`src/rtl/fir_stream_param.sv`:
```
// Streaming direct-form FIR with coefficient shift-load, valid/ready sample handshake and registered output.
// Optional output saturation is enabled by defining FIR_SAT_EN; otherwise the output wraps.
module fir_stream_param #(
  parameter int NTAPS     = 4,
  parameter int XW        = 8,
  parameter int CW        = 6,
  parameter int YW        = 12,
  parameter int OUT_SHIFT = 0
) (
  input  logic          clk,
  input  logic          reset,
  input  logic [XW-1:0] x_n,
  input  logic          x_valid,
  output logic          x_ready,
  input  logic          coef_load,
  output logic [YW-1:0] y_n,
  output logic          y_valid,
  output logic          busy
);

  localparam int ACCW = XW + CW + $clog2(NTAPS);
  localparam int SW   = (ACCW > YW) ? ACCW : YW;
  localparam int CNTW = $clog2(NTAPS);

  localparam logic signed [SW-1:0] Y_MAX = (SW'(1) <<< (YW - 1)) - SW'(1);
  localparam logic signed [SW-1:0] Y_MIN = ~Y_MAX;

  typedef enum logic [1:0] {
    ST_INIT = 2'd0,
    ST_IDLE = 2'd1,
    ST_RUN  = 2'd2,
    ST_LOAD = 2'd3
  } state_t;

  state_t                state_q, state_d;
  logic [CNTW-1:0]       cnt_q, cnt_d;
  logic signed [CW-1:0]  c_q [NTAPS];
  logic signed [CW-1:0]  c_d [NTAPS];
  logic signed [XW-1:0]  d_q [NTAPS];
  logic signed [XW-1:0]  d_d [NTAPS];
  logic signed [XW-1:0]  d_new [NTAPS];
  logic [YW-1:0]         y_n_q, y_n_d;
  logic                  y_valid_q, y_valid_d;
  logic                  x_ready_q, x_ready_d;
  logic                  busy_q, busy_d;
  logic                  accept;
  logic                  enter_load;
  logic signed [ACCW-1:0] acc;
  logic signed [SW-1:0]   acc_sh;

  // Reduce the shifted accumulator to the output width (clamp or wrap).
  function automatic logic [YW-1:0] reduce_acc(input logic signed [SW-1:0] v);
`ifdef FIR_SAT_EN
    if (v > Y_MAX) begin
      return Y_MAX[YW-1:0];
    end else if (v < Y_MIN) begin
      return Y_MIN[YW-1:0];
    end else begin
      return v[YW-1:0];
    end
`else
    return v[YW-1:0];
`endif
  endfunction

  // Delay line as it would look with this cycle's sample shifted in, and the MAC over it.
  always_comb begin
    acc = '0;
    d_new[0] = x_n;
    for (int k = 1; k < NTAPS; k++) begin
      d_new[k] = d_q[k-1];
    end
    for (int k = 0; k < NTAPS; k++) begin
      acc = acc + ACCW'(c_q[k]) * ACCW'(d_new[k]);
    end
    acc_sh = SW'(acc) >>> OUT_SHIFT;
  end

  // Next-state logic for the control FSM.
  always_comb begin
    state_d = state_q;
    cnt_d   = cnt_q;
    case (state_q)
      ST_INIT: begin
        if (cnt_q == CNTW'(NTAPS - 1)) begin
          state_d = ST_IDLE;
          cnt_d   = '0;
        end else begin
          cnt_d = cnt_q + CNTW'(1);
        end
      end
      ST_IDLE: begin
        if (coef_load) begin
          state_d = ST_LOAD;
        end else if (x_valid) begin
          state_d = ST_RUN;
        end else begin
          state_d = ST_IDLE;
        end
      end
      ST_RUN: begin
        if (coef_load) begin
          state_d = ST_LOAD;
        end else if (!x_valid) begin
          state_d = ST_IDLE;
        end else begin
          state_d = ST_RUN;
        end
      end
      ST_LOAD: begin
        if (coef_load) begin
          state_d = ST_LOAD;
        end else begin
          state_d = ST_IDLE;
        end
      end
      default: begin
        state_d = ST_INIT;
        cnt_d   = '0;
      end
    endcase
  end

  // Datapath next values: sample acceptance, coefficient shift and output stage.
  always_comb begin
    c_d        = c_q;
    d_d        = d_q;
    y_n_d      = y_n_q;
    y_valid_d  = 1'b0;
    accept     = ((state_q == ST_IDLE) || (state_q == ST_RUN)) && x_valid && !coef_load;
    enter_load = (state_d == ST_LOAD) && (state_q != ST_LOAD);
    x_ready_d  = (state_d == ST_IDLE) || (state_d == ST_RUN);
    busy_d     = (state_d == ST_INIT) || (state_d == ST_LOAD);

    if (accept) begin
      d_d       = d_new;
      y_n_d     = reduce_acc(acc_sh);
      y_valid_d = 1'b1;
    end else if (enter_load) begin
      // Stale history would mix old samples with new coefficients, so it is flushed.
      for (int k = 0; k < NTAPS; k++) begin
        d_d[k] = '0;
      end
      y_n_d = '0;
    end else begin
      y_valid_d = 1'b0;
    end

    // The request cycle that enters LOAD writes nothing; only cycles already in LOAD shift.
    if ((state_q == ST_LOAD) && coef_load) begin
      c_d[0] = x_n[CW-1:0];
      for (int k = 1; k < NTAPS; k++) begin
        c_d[k] = c_q[k-1];
      end
    end else begin
      c_d = c_q;
    end
  end

  // State and datapath registers with synchronous reset.
  always_ff @(posedge clk) begin
    if (reset) begin
      state_q   <= ST_INIT;
      cnt_q     <= '0;
      y_n_q     <= '0;
      y_valid_q <= 1'b0;
      x_ready_q <= 1'b0;
      busy_q    <= 1'b1;
      for (int k = 0; k < NTAPS; k++) begin
        c_q[k] <= '0;
        d_q[k] <= '0;
      end
    end else begin
      state_q   <= state_d;
      cnt_q     <= cnt_d;
      y_n_q     <= y_n_d;
      y_valid_q <= y_valid_d;
      x_ready_q <= x_ready_d;
      busy_q    <= busy_d;
      for (int k = 0; k < NTAPS; k++) begin
        c_q[k] <= c_d[k];
        d_q[k] <= d_d[k];
      end
    end
  end

  assign y_n     = y_n_q;
  assign y_valid = y_valid_q;
  assign x_ready = x_ready_q;
  assign busy    = busy_q;

endmodule

```
`config.mk`:
```
export PLATFORM = sky130hd
export DESIGN_NAME = fir_stream_param
export DESIGN_NICKNAME = d
export VERILOG_FILES = /design/src/rtl/fir_stream_param.sv
export SDC_FILE = /design/constraint.sdc
export NUM_CORES = 1
export LEC_CHECK = 0
export ABC_AREA = 0
export BUFFER_PORTS_ARGS = -buffer_cell sky130_fd_sc_hd__buf_2
export CAP_MARGIN = 5
export CORE_ASPECT_RATIO = 0.75
export CORE_MARGIN = 2
export CORE_UTILIZATION = 45
export CTS_CLUSTER_DIAMETER = 150
export DETAILED_ROUTE_END_ITERATION = 8
export SYNTH_ARGS = -nofsm -noshare
export SYNTH_HDL_FRONTEND = slang
export SYNTH_SLANG_ARGS = --single-unit
```
`constraint.sdc`:
```
create_clock -name clk -period 10.9 [get_ports clk]
set_input_delay 1.09 -clock clk [delete_from_list [all_inputs] [get_ports clk]]
set_output_delay 1.09 -clock clk [all_outputs]
set_load 0.1 [all_outputs]
```
==> results.ini <==
[synth]
synth_enable_flop_cells=0
yosysSeqAreaShare_pct=15.8
ys_ff_latch=67
syn_nets=1147
synth_top_family_by_area=adder cells
synthSimpleGateAreaFrac_pct=15.5
synthMuxAreaShare_pct=0.235
synth.avg_cell_area_sq_um=9.36
synth_area_sq_um=8520
ys_warn_count=0
synth_top_flop_cell=dfxtp_1
yosys.area_share.adder_pct=47.3
ys_types=30
async_reset_ff_share_pct=0
syn_inst=910
synth_xor_area_share_pct=4.67
synth_compound_area_share_pct=6.32

[cts]
clk_latency_ns=0.36
post_cts_resized=0
htree_levels=3
clk_path_buf_depth=2
cts_tree=done
cts_made_buffers=9
postCtsSetupRepairBufs=0
clkTransAtPathRegs_ns=0.06
root_buffer=clkbuf_16
hold_buffers=0
clock_sinks=67

[power]
p_switching_uw=264
switching_share_pct=35.0
ir_worst_vdd_uv=122
p_leak_nw=4.49
finalPower_uw=754
power.share.clock_pct=41.2
pwr-share-seq_pct=36.8
power.density_nw_per_um2=82.4
combinationalPowerShare_pct=22.1
p_int_uw=490

[detailed_routing]
wl_per_cell_um=17.2
drt_iter0_markers=357
wl_mm=20.2
final_antenna_net_count=0
first_pass_iters=5
via_per_inst=4.90
num_vias=5733
post-route-drc-count=0

[grt]
antenna_found_initial=0
grt_pass1_vias=5922
grt_max_degree=37
grt_overflow=0
grt_pass1_wl_mm=33.5
grt.total_usage_pct=22.5

[timing]
period_needed_ns=6.71
tns_ns=0
hold_slack_ns=0.473
drv_slew=0
finalSetupViolCount=0
rsz0062_at_grt=no
hold_viol=0
clock_skew_ns=0.0107
worst_pin_slew_ns=1.08
max-slew-margin-rel_pct=28.2
max_freq_mhz=149
fin_crit_sh_pct=61.5

[placed_design]
dpl.hpwl_mm=16.5
dp.cells=1153
globalplace.congestion=0.851
numPortBuffers=26

[critical_path]
path_cells=buf_2 > nand2_1 > fa_1 > inv_1 > fa_1 > inv_1 > fa_1 > fa_1 > inv_1 > fa_1 > fa_1 > inv_1 > fa_1 > inv_1 > ha_1 > a21oi_1 > o21ai_1 > or4_1 > a31oi_1 > xnor2_1 > xnor2_1 > a22o_1
slowest_stage=fa_1
r2r_cells=23
critical_path_peak_fanout=8
cp_data_required_time_ns=11.15
start_kind=input port
worstSetupEndpointType=flop
cpPeakStageDelay_ns=0.55
criticalPathCategory=input port to flop
crit_top_cell=fa_1
arrival_ns=6.95

[final_layout]
syn_to_final_growth_pct=7.52
fin_nets=1154
layout_commonest_cell=inv_1
final_cell_mix=inv_1, fa_1, nand2_1, and2_1, dfxtp_1
drive_above_1_share_pct=5.10
stdcell_count=1169
diodes=0
fillers=1780

[die]
die_x_um=163
io_pins=27
core-area_sq_um=18500
initial_utilization_pct=46.0
die_area_sq_um=20100
rows=43
die_h_um=123

[hold_path]
min_path_type=flop to flop
whs_path_depth=1

[outcome]
status=finished clean

[run]
maxCapViolCount=0

==> cell families after synthesis <==
kind of cell / Yosys count
mux: 2
compound gates: 79
buf+inv: 231
simple gates: 263
xor+xnor: 43
fa+ha+maj: 225
flops: 67
==> flip-flops by register name (all words and copies together) (netlist names) <==
name and count:
busy 1, c_q 24, cnt_q 2, d_new 24, state_q 2, x_ready 1, y_n 12, y_valid 1
==> Yosys cell counts (2+ instances only) <==
cell	instances	area [sq um]
nor2b_1	13	81.3
nor2_1	15	56.3
xor2_1	12	105
o21ai_1	2	10.0
nand2b_1	15	93.8
dfxtp_1	67	1340
mux2i_1	2	20.0
and2_1	96	601
ha_1	63	788
buf_2	2	10.0
o21ai_0	5	25.0
a21oi_1	30	150
xnor2_1	29	254
a22oi_1	6	45.0
nand2_1	118	443
clkbuf_1	30	113
and2b_1	2	15.0
or2b_1	2	15.0
fa_1	162	3240
inv_1	199	747
a22o_1	31	272
==> path summary, 6_finish.rpt <==
kind                            startpoint  endpoint  slack [ns]
worst max-delay path                x_n[5]   y_n[11]        4.19
worst min-delay path                y_n[0]    y_n[0]        0.47
worst min register to register      y_n[0]    y_n[0]        0.47
worst max register to register      c_q[6]   y_n[11]        4.40
==> power groups by stage <==
stage | Sequential, mW | Combinational [mW] | Clock (mW)
after global placement | 0.283 | 0.164 | 0
final | 0.277 | 0.167 | 0.311
after global routing | 0.279 | 0.186 | 0.323
after detailed placement | 0.283 | 0.166 | 0
after CTS | 0.277 | 0.167 | 0.314
after floorplan | 0.298 | 0.101 | 0
==> cell type report <==
class                   count  area (sq um)  area share (%)
clock buffers               9           225            2.46
inverters                 199           747            8.16
clock inverters             7          76.3           0.834
multi-input cells         612          6310            68.9
well taps                 247           309            3.38
flip-flops and latches     67          1340            14.6
repair buffers             28           145            1.59
==> stage by stage <==
stage / area [sq um] / worst slack, ns / util (%)
2_1_floorplan: 8520 / 4.13 / -
3_3_place_gp: 8850 / 3.95 / 47.8
3_5_place_dp: 8850 / 3.90 / 47.8
4_1_cts: 9160 / 4.23 / 49.5
5_1_grt: 9160 / 4.01 / 49.5
6_report: 9160 / 4.19 / 49.5
==> routing by layer <==
| layer | part of all wire (%) | global-route usage, % | vias to the layer above |
|---|---|---|---|
| met5 | 0 | 0 | - |
| met4 | 0.79 | 4.31 | 0 |
| met3 | 6.6 | 4.56 | 10 |
| met2 | 40 | 30.2 | 136 |
| met1 | 53 | 36.9 | 2872 |
| li1 | - | - | 2715 |
==> critical path, delay by kind of cell <==
family | cells | cell delay, ns
XOR/XNOR | 2 | 0.26
adder cells (fa/ha/maj) | 8 | 3.88
buffers and inverters | 6 | 0.42
AO/OA/AOI/OAI | 4 | 0.77
AND/OR/NAND/NOR | 2 | 0.53
No activity file was read; power rests on OpenSTA's default activity.
